## src/rtl/alu_issue_stage_if.sv

```systemverilog
// Decode-to-execute handshake and operand bundle for alu_issue_stage.
// slave is the issue stage's view; master is the view of whatever drives it.
interface alu_issue_stage_if;
    logic        InValid;
    logic        InReady;
    logic [5:0]  Opcode;
    logic [5:0]  Funct;
    logic [4:0]  Shamt;
    logic [15:0] Imm16;
    logic [31:0] RsData;
    logic [31:0] RtData;
    logic        Flush;
    logic        OutValid;
    logic        OutReady;
    logic [3:0]  ALUCtrl;
    logic [31:0] BusA;
    logic [31:0] BusB;
    logic        Illegal;
    logic        IllegalSeen;

    modport slave (
        input  InValid, Opcode, Funct, Shamt, Imm16, RsData, RtData, Flush, OutReady,
        output InReady, OutValid, ALUCtrl, BusA, BusB, Illegal, IllegalSeen
    );

    modport master (
        output InValid, Opcode, Funct, Shamt, Imm16, RsData, RtData, Flush, OutReady,
        input  InReady, OutValid, ALUCtrl, BusA, BusB, Illegal, IllegalSeen
    );
endinterface

```

## src/rtl/alu_issue_stage.sv

```systemverilog
// ID/EX issue register: decodes MIPS opcode/funct into ALUCtrl + operands behind valid/ready.
// Optional ALU_ISSUE_SKID_EN adds a one-entry skid buffer so InReady is registered.
module alu_issue_stage (
    input  logic              CLK,
    input  logic              Reset_L,
    alu_issue_stage_if.slave  bus
);
    typedef struct packed {
        logic [3:0]  ctrl;
        logic [31:0] a;
        logic [31:0] b;
        logic        ill;
    } op_t;

    localparam logic [3:0] C_AND = 4'b0000, C_OR  = 4'b0001, C_ADD  = 4'b0010, C_SLL  = 4'b0011,
                           C_SRL = 4'b0100, C_SUB = 4'b0110, C_SLT  = 4'b0111, C_ADDU = 4'b1000,
                           C_SUBU = 4'b1001, C_XOR = 4'b1010, C_SLTU = 4'b1011, C_NOR = 4'b1100,
                           C_SRA = 4'b1101, C_LUI = 4'b1110;

    op_t         dec;
    logic [31:0] sext_imm;
    logic [31:0] zext_imm;
    logic [31:0] shamt_ext;

    assign sext_imm  = {{16{bus.Imm16[15]}}, bus.Imm16};
    assign zext_imm  = {16'b0, bus.Imm16};
    assign shamt_ext = {27'b0, bus.Shamt};

    // Undecodable ops fall through with all-zero operands and ill set.
    always_comb begin
        dec = '{ctrl: C_AND, a: 32'b0, b: 32'b0, ill: 1'b1};
        unique case (bus.Opcode)
            6'b000000: begin
                dec = '{ctrl: C_AND, a: bus.RsData, b: bus.RtData, ill: 1'b0};
                unique case (bus.Funct)
                    6'b000000: begin dec.ctrl = C_SLL; dec.a = shamt_ext; end
                    6'b000010: begin dec.ctrl = C_SRL; dec.a = shamt_ext; end
                    6'b000011: begin dec.ctrl = C_SRA; dec.a = shamt_ext; end
                    6'b000100: dec.ctrl = C_SLL;
                    6'b000110: dec.ctrl = C_SRL;
                    6'b000111: dec.ctrl = C_SRA;
                    6'b100000: dec.ctrl = C_ADD;
                    6'b100001: dec.ctrl = C_ADDU;
                    6'b100010: dec.ctrl = C_SUB;
                    6'b100011: dec.ctrl = C_SUBU;
                    6'b100100: dec.ctrl = C_AND;
                    6'b100101: dec.ctrl = C_OR;
                    6'b100110: dec.ctrl = C_XOR;
                    6'b100111: dec.ctrl = C_NOR;
                    6'b101010: dec.ctrl = C_SLT;
                    6'b101011: dec.ctrl = C_SLTU;
                    default:   dec = '{ctrl: C_AND, a: 32'b0, b: 32'b0, ill: 1'b1};
                endcase
            end
            6'b001000, 6'b100011, 6'b101011:
                       dec = '{ctrl: C_ADD,  a: bus.RsData, b: sext_imm, ill: 1'b0};
            6'b001001: dec = '{ctrl: C_ADDU, a: bus.RsData, b: sext_imm, ill: 1'b0};
            6'b001010: dec = '{ctrl: C_SLT,  a: bus.RsData, b: sext_imm, ill: 1'b0};
            6'b001011: dec = '{ctrl: C_SLTU, a: bus.RsData, b: sext_imm, ill: 1'b0};
            6'b001100: dec = '{ctrl: C_AND,  a: bus.RsData, b: zext_imm, ill: 1'b0};
            6'b001101: dec = '{ctrl: C_OR,   a: bus.RsData, b: zext_imm, ill: 1'b0};
            6'b001110: dec = '{ctrl: C_XOR,  a: bus.RsData, b: zext_imm, ill: 1'b0};
            6'b001111: dec = '{ctrl: C_LUI,  a: 32'b0,      b: zext_imm, ill: 1'b0};
            6'b000100, 6'b000101:
                       dec = '{ctrl: C_SUB,  a: bus.RsData, b: bus.RtData, ill: 1'b0};
            default:   dec = '{ctrl: C_AND,  a: 32'b0, b: 32'b0, ill: 1'b1};
        endcase
    end

    op_t  out_q, out_d;
    logic out_valid_q, out_valid_d;
    logic seen_q, seen_d;
    logic in_ready;
    logic in_xfer;
    logic out_fire;

`ifdef ALU_ISSUE_SKID_EN
    op_t  skid_q, skid_d;
    logic skid_full_q, skid_full_d;

    assign in_ready = ~skid_full_q;
`else
    assign in_ready = ~out_valid_q | bus.OutReady;
`endif

    always_comb begin
        out_d       = out_q;
        out_valid_d = out_valid_q;
        seen_d      = seen_q;
        out_fire    = out_valid_q & bus.OutReady;
        in_xfer     = bus.InValid & in_ready;
`ifdef ALU_ISSUE_SKID_EN
        skid_d      = skid_q;
        skid_full_d = skid_full_q;
        if (bus.Flush) begin
            out_valid_d = 1'b0;
            skid_full_d = 1'b0;
        end else if (~out_valid_q | out_fire) begin
            // Output slot frees up: the parked op goes first to keep order.
            if (skid_full_q) begin
                out_d       = skid_q;
                out_valid_d = 1'b1;
                skid_full_d = in_xfer;
                if (in_xfer) skid_d = dec;
            end else begin
                out_valid_d = in_xfer;
                if (in_xfer) out_d = dec;
            end
        end else if (in_xfer) begin
            skid_d      = dec;
            skid_full_d = 1'b1;
        end
`else
        if (bus.Flush) begin
            out_valid_d = 1'b0;
        end else if (in_xfer) begin
            out_d       = dec;
            out_valid_d = 1'b1;
        end else if (out_fire) begin
            out_valid_d = 1'b0;
        end
`endif
        if (in_xfer & ~bus.Flush & dec.ill) seen_d = 1'b1;
    end

    always_ff @(posedge CLK or negedge Reset_L) begin
        if (!Reset_L) begin
            out_q       <= '0;
            out_valid_q <= 1'b0;
            seen_q      <= 1'b0;
`ifdef ALU_ISSUE_SKID_EN
            skid_q      <= '0;
            skid_full_q <= 1'b0;
`endif
        end else begin
            out_q       <= out_d;
            out_valid_q <= out_valid_d;
            seen_q      <= seen_d;
`ifdef ALU_ISSUE_SKID_EN
            skid_q      <= skid_d;
            skid_full_q <= skid_full_d;
`endif
        end
    end

    assign bus.InReady     = in_ready;
    assign bus.OutValid    = out_valid_q;
    assign bus.ALUCtrl     = out_q.ctrl;
    assign bus.BusA        = out_q.a;
    assign bus.BusB        = out_q.b;
    assign bus.Illegal     = out_q.ill;
    assign bus.IllegalSeen = seen_q;
endmodule
```

## src/flat_wrapper.sv

```systemverilog
// flat-port wrapper written by rule: the top's interface ports become plain ports
module alu_issue_stage_flat 
  (CLK, Reset_L, bus_InValid, bus_Opcode, bus_Funct, bus_Shamt, bus_Imm16, bus_RsData, bus_RtData, bus_Flush, bus_OutReady, bus_InReady, bus_OutValid, bus_ALUCtrl, bus_BusA, bus_BusB, bus_Illegal, bus_IllegalSeen);
  alu_issue_stage_if bus_i ();
  input  logic CLK;
  input  logic Reset_L;
  input wire logic [$bits(bus_i.InValid)-1:0] bus_InValid;
  input wire logic [$bits(bus_i.Opcode)-1:0] bus_Opcode;
  input wire logic [$bits(bus_i.Funct)-1:0] bus_Funct;
  input wire logic [$bits(bus_i.Shamt)-1:0] bus_Shamt;
  input wire logic [$bits(bus_i.Imm16)-1:0] bus_Imm16;
  input wire logic [$bits(bus_i.RsData)-1:0] bus_RsData;
  input wire logic [$bits(bus_i.RtData)-1:0] bus_RtData;
  input wire logic [$bits(bus_i.Flush)-1:0] bus_Flush;
  input wire logic [$bits(bus_i.OutReady)-1:0] bus_OutReady;
  output wire logic [$bits(bus_i.InReady)-1:0] bus_InReady;
  output wire logic [$bits(bus_i.OutValid)-1:0] bus_OutValid;
  output wire logic [$bits(bus_i.ALUCtrl)-1:0] bus_ALUCtrl;
  output wire logic [$bits(bus_i.BusA)-1:0] bus_BusA;
  output wire logic [$bits(bus_i.BusB)-1:0] bus_BusB;
  output wire logic [$bits(bus_i.Illegal)-1:0] bus_Illegal;
  output wire logic [$bits(bus_i.IllegalSeen)-1:0] bus_IllegalSeen;
  assign bus_i.InValid = bus_InValid;
  assign bus_i.Opcode = bus_Opcode;
  assign bus_i.Funct = bus_Funct;
  assign bus_i.Shamt = bus_Shamt;
  assign bus_i.Imm16 = bus_Imm16;
  assign bus_i.RsData = bus_RsData;
  assign bus_i.RtData = bus_RtData;
  assign bus_i.Flush = bus_Flush;
  assign bus_i.OutReady = bus_OutReady;
  assign bus_InReady = bus_i.InReady;
  assign bus_OutValid = bus_i.OutValid;
  assign bus_ALUCtrl = bus_i.ALUCtrl;
  assign bus_BusA = bus_i.BusA;
  assign bus_BusB = bus_i.BusB;
  assign bus_Illegal = bus_i.Illegal;
  assign bus_IllegalSeen = bus_i.IllegalSeen;
  alu_issue_stage u_core (.CLK(CLK), .Reset_L(Reset_L), .bus(bus_i));
endmodule
```

## config.mk

```make
export PLATFORM = sky130hd
export DESIGN_NAME = alu_issue_stage_flat
export DESIGN_NICKNAME = d
export VERILOG_FILES = /design/src/rtl/alu_issue_stage_if.sv /design/src/rtl/alu_issue_stage.sv /design/src/flat_wrapper.sv
export SDC_FILE = /design/constraint.sdc
export NUM_CORES = 1
export LEC_CHECK = 0
export CAP_MARGIN = 15
export CORE_ASPECT_RATIO = 0.6
export CORE_MARGIN = 2
export CORE_UTILIZATION = 31
export DETAILED_ROUTE_END_ITERATION = 8
export GPL_TIMING_DRIVEN = 0
export HOLD_SLACK_MARGIN = 0.1
export PLACE_DENSITY_LB_ADDON = 0.2
export SYNTH_ARGS = -nofsm -noshare
export SYNTH_HDL_FRONTEND = slang
export SYNTH_SLANG_ARGS = --single-unit
```

## constraint.sdc

```tcl
create_clock -name CLK -period 2.86 [get_ports CLK]
set_input_delay 0.429 -clock CLK [delete_from_list [all_inputs] [get_ports CLK]]
set_output_delay 0.429 -clock CLK [all_outputs]
set_load 0.005 [all_outputs]
```

==> impl_metrics.env <==
export IMPL_cts_made_buffers=9
export IMPL_yosysMostFrequentCell="dfrtp_1"
export IMPL_power_per_cell_area_mw_per_mm2=506
export IMPL_ys_dominant_reg_cell="dfrtp_1"
export IMPL_design_area_mm2=0.00542
export IMPL_avgSynthCellArea_um2=12.0
export IMPL_ff2ff_setup_slack_ps=450
export IMPL_hpwl_mm=7.76
export IMPL_critical_path_slowest_cell="nor3b_1"
export IMPL_total_switching_power_w=0.000607
export IMPL_maxSlewViolCount=0
export IMPL_floorplan_core_area_mm2=0.0100
export IMPL_drt_first_pass_iters=4
export IMPL_synthArstFlopShare=1.00
export IMPL_r2r_end="u_core.bus.BusB[11]$_DFFE_PN0P_"
export IMPL_worstPathBufferInverterCount=2
export IMPL_worst_r2r_cell_count=6
export IMPL_syn_nets=372
export IMPL_final_hold_violation_count=0
export IMPL_gr_usage_all_layers=0.189
export IMPL_cts_resized=0
export IMPL_cp_slowest_stage_delay_ps=540
export IMPL_global_route_wire_length_before_repair_mm=16.5
export IMPL_final_seq_area_mm2=0.00178
export IMPL_num_antenna_cells=0
export IMPL_timing_critical_path_cells="clkdlybuf4s50_1 -> nor2b_1 -> nor3b_1 -> nand4b_1 -> a211oi_2 -> buf_2 -> a21o_1"
export IMPL_initial_core_util=0.323
export IMPL_tritoncts="built"
export IMPL_gr_total_overflow=0
export IMPL_cts_clk_slew_worst_paths_ps=60
export IMPL_dpl_instance_area_mm2=0.00508
export IMPL_floorplan_die_width_um=136
export IMPL_worst_pin_slew_ps=1080
export IMPL_critical_path_arrival_ps=2740
export IMPL_cpLargestDelayFamily="simple AND/OR/NAND/NOR gates"
export IMPL_std_cell_rows=28
export IMPL_cts_post_setup_buffers_inserted=0
export IMPL_ctsRootBufferMaster="clkbuf_16"
export IMPL_timing_critical_path_required_ps=3130
export IMPL_worst_skew_pair_late_latency_ps=330
export IMPL_final_antenna_net_count=0
export IMPL_cts_max_path_buffers=2
export IMPL_critPathCaptureType="flip-flop"
export IMPL_unrepaired_setup_endpoints_after_global_routing="no"
export IMPL_dr_total_vias=2986
export IMPL_cell_internal_pwr_w=0.00213
export IMPL_multi_input_area_mm2=0.00130
export IMPL_maxCapViolCount=0
export IMPL_yosys_warnings=0
export IMPL_dieArea_mm2=0.0113
export IMPL_initial_antenna_violation_count=0
export IMPL_count_of_filler_cells_inserted_in_the_layout=885
export IMPL_first_global_vias=3038
export IMPL_synth_seq_area_share=0.549
export IMPL_final_net_count=551
export IMPL_outcome="finished, final reports clean"
export IMPL_drc_errors=0
export IMPL_critical_path_startpoint_type="input port"
export IMPL_timing_final_crit_period_ps=2480
export IMPL_mean_routed_wirelength_per_cell_um=17.9
export IMPL_r2r_start="u_core.bus.OutValid$_DFFE_PN0P_"
export IMPL_io_buffers=168
export IMPL_fmaxAchievable_mhz=404
export IMPL_ir_worst_vdd_v=0.000281
export IMPL_p_sw_frac=0.222
export IMPL_synthesis_instances=270
export IMPL_die_height_um=83.1
export IMPL_seqPwrFrac=0.395
export IMPL_cts_hold_buffers_added=0
export IMPL_drive_above_1_share=0.0947
export IMPL_cellLeakagePower_nw=2.42
export IMPL_post_synth_top_area_fraction=0.549
export IMPL_vias_per_cell=5.07
export IMPL_synthTopCellsByArea="dfrtp_1, a22o_1, a221o_1"
export IMPL_worst_setup_path_type="in -> reg"
export IMPL_tritoncts_num_sinks=71
export IMPL_synthToLayoutAreaGrowth_pct=67.4
export IMPL_hp_class="in -> async"
export IMPL_io_pin_count=174
export IMPL_worst_path_max_fanout=10
export IMPL_syn_cell_area_mm2=0.00324
export IMPL_maximum_number_of_pins_on_one_net_before_global_route_repair=72
export IMPL_worst_clock_skew_ps=3.94
export IMPL_yosys_area_top_type="dfrtp_1"
export IMPL_place_gp_congestion=0.838
export IMPL_synth_common_cells="dfrtp_1, a22o_1, a221o_1"
export IMPL_wl_mm=10.5
export IMPL_cts_htree_levels=3
export IMPL_period_share=0.866
export IMPL_synth_cell_types=43
export IMPL_synth_enable_flop_cells=0
export IMPL_report_final_setup_viol=0
export IMPL_drt_initial_drc_count=172
export IMPL_timing_slew_headroom=0.274
export IMPL_ys_ff_latch=71
export IMPL_worst_hold_slack_ps=230
export IMPL_pwr_share_comb=0.155
export IMPL_clock_power_frac=0.450
-- power by group through the flow --
stage	Combinational, W	Sequential (W)	Clock (W)
after floorplan	0.000131	0.00110	0
after global placement	0.000422	0.00110	0
after detailed placement	0.000428	0.00110	0
after CTS	0.000429	0.00108	0.00126
after global routing	0.000461	0.00109	0.00131
final	0.000424	0.00108	0.00123
-- kinds of logic (layout without fill, tap and decap cells) --
| group | Yosys count | after routing | share of synthesized area |
|---|---|---|---|
| compound gates | 116 | 116 | 0.296 |
| xor+xnor | 2 | 2 | 0.00541 |
| buf+inv | 30 | 214 | 0.0495 |
| flops | 71 | 71 | 0.549 |
| mux | 2 | 2 | 0.00619 |
| simple gates | 49 | 49 | 0.0936 |
-- sequential cells by signal, indices dropped and copies added, names as in the netlist --
signal                  cells
u_core.bus.Illegal          1
u_core.bus.ALUCtrl          4
u_core.bus.OutValid         1
u_core.bus.IllegalSeen      1
u_core.bus.BusB            32
u_core.bus.BusA            32
-- stage by stage --
stage / setup slack [ps] / power, W / setup TNS, ps / cells / util
2_1_floorplan: 918 / 0.00123 / 0 / 270 / -
3_3_place_gp: -1090 / 0.00152 / -76380 / 573 / 0.508
3_5_place_dp: -0.400 / 0.00153 / -0.400 / 573 / 0.507
4_1_cts: 357 / 0.00277 / 0 / 589 / 0.540
5_1_grt: 158 / 0.00286 / 0 / 589 / 0.540
6_report: 383 / 0.00274 / 0 / 589 / 0.540
-- worst reg2reg max path: cells and delay by family, from the launching register on --
| kind | cells | cell delay [ps] |
|---|---|---|
| AO/OA/AOI/OAI | 2 | 640 |
| flip-flops | 1 | 390 |
| buffers and inverters | 1 | 320 |
| AND/OR/NAND/NOR | 3 | 1000 |
-- area by class of cell --
cell class | instances | share of cell area
plain buffers | 25 | 0.0261
clock buffers | 11 | 0.0467
clock inverters | 5 | 0.0146
inverters | 5 | 0.00347
multi-input cells | 169 | 0.240
flip-flops and latches | 71 | 0.328
well taps | 135 | 0.0312
repair buffers | 168 | 0.310
-- cell usage in the layout, fill, tap and decap left out, drive strengths merged, types with 3 or more instances in the layout --
cell type / netlist / routed
nor2b: 4 / 4
a31oi: 3 / 3
a221o: 23 / 23
dfrtp: 71 / 71
inv: 5 / 6
clkbuf: 9 / 20
a21oi: 9 / 9
o21ai: 9 / 9
nor4: 3 / 3
a22o: 44 / 44
a21o: 17 / 17
clkdlybuf4s50: 0 / 167
nor2: 11 / 11
nor3: 8 / 8
and2: 5 / 5
buf: 16 / 17
nand2: 6 / 6
o21bai: 3 / 3
-- worst max path at each step --
stage          cells after the start          start  slack, ps                         endpoint
2_1_floorplan                      7  bus_Opcode[1]        920   u_core.bus.BusA[2]$_DFFE_PN0P_
3_3_place_gp                       1        Reset_L      -1090  u_core.bus.OutValid$_DFFE_PN0P_
3_5_place_dp                       7   bus_OutReady       -0.4  u_core.bus.BusB[11]$_DFFE_PN0P_
4_1_cts                            7   bus_OutReady        360  u_core.bus.BusB[11]$_DFFE_PN0P_
5_1_grt                            7   bus_OutReady        160  u_core.bus.BusB[11]$_DFFE_PN0P_
6_report                           7   bus_OutReady        380  u_core.bus.BusB[11]$_DFFE_PN0P_
-- per-layer routing --
layer / part of all wire / up-vias / track usage
li1: - / 1404 / -
met1: 0.46 / 1427 / 0.254
met2: 0.40 / 148 / 0.269
met3: 0.13 / 7 / 0.0971
met4: 0.0083 / 0 / 0.0483
met5: 0 / - / 0
Note: power is estimated with default switching activity, not from simulation.
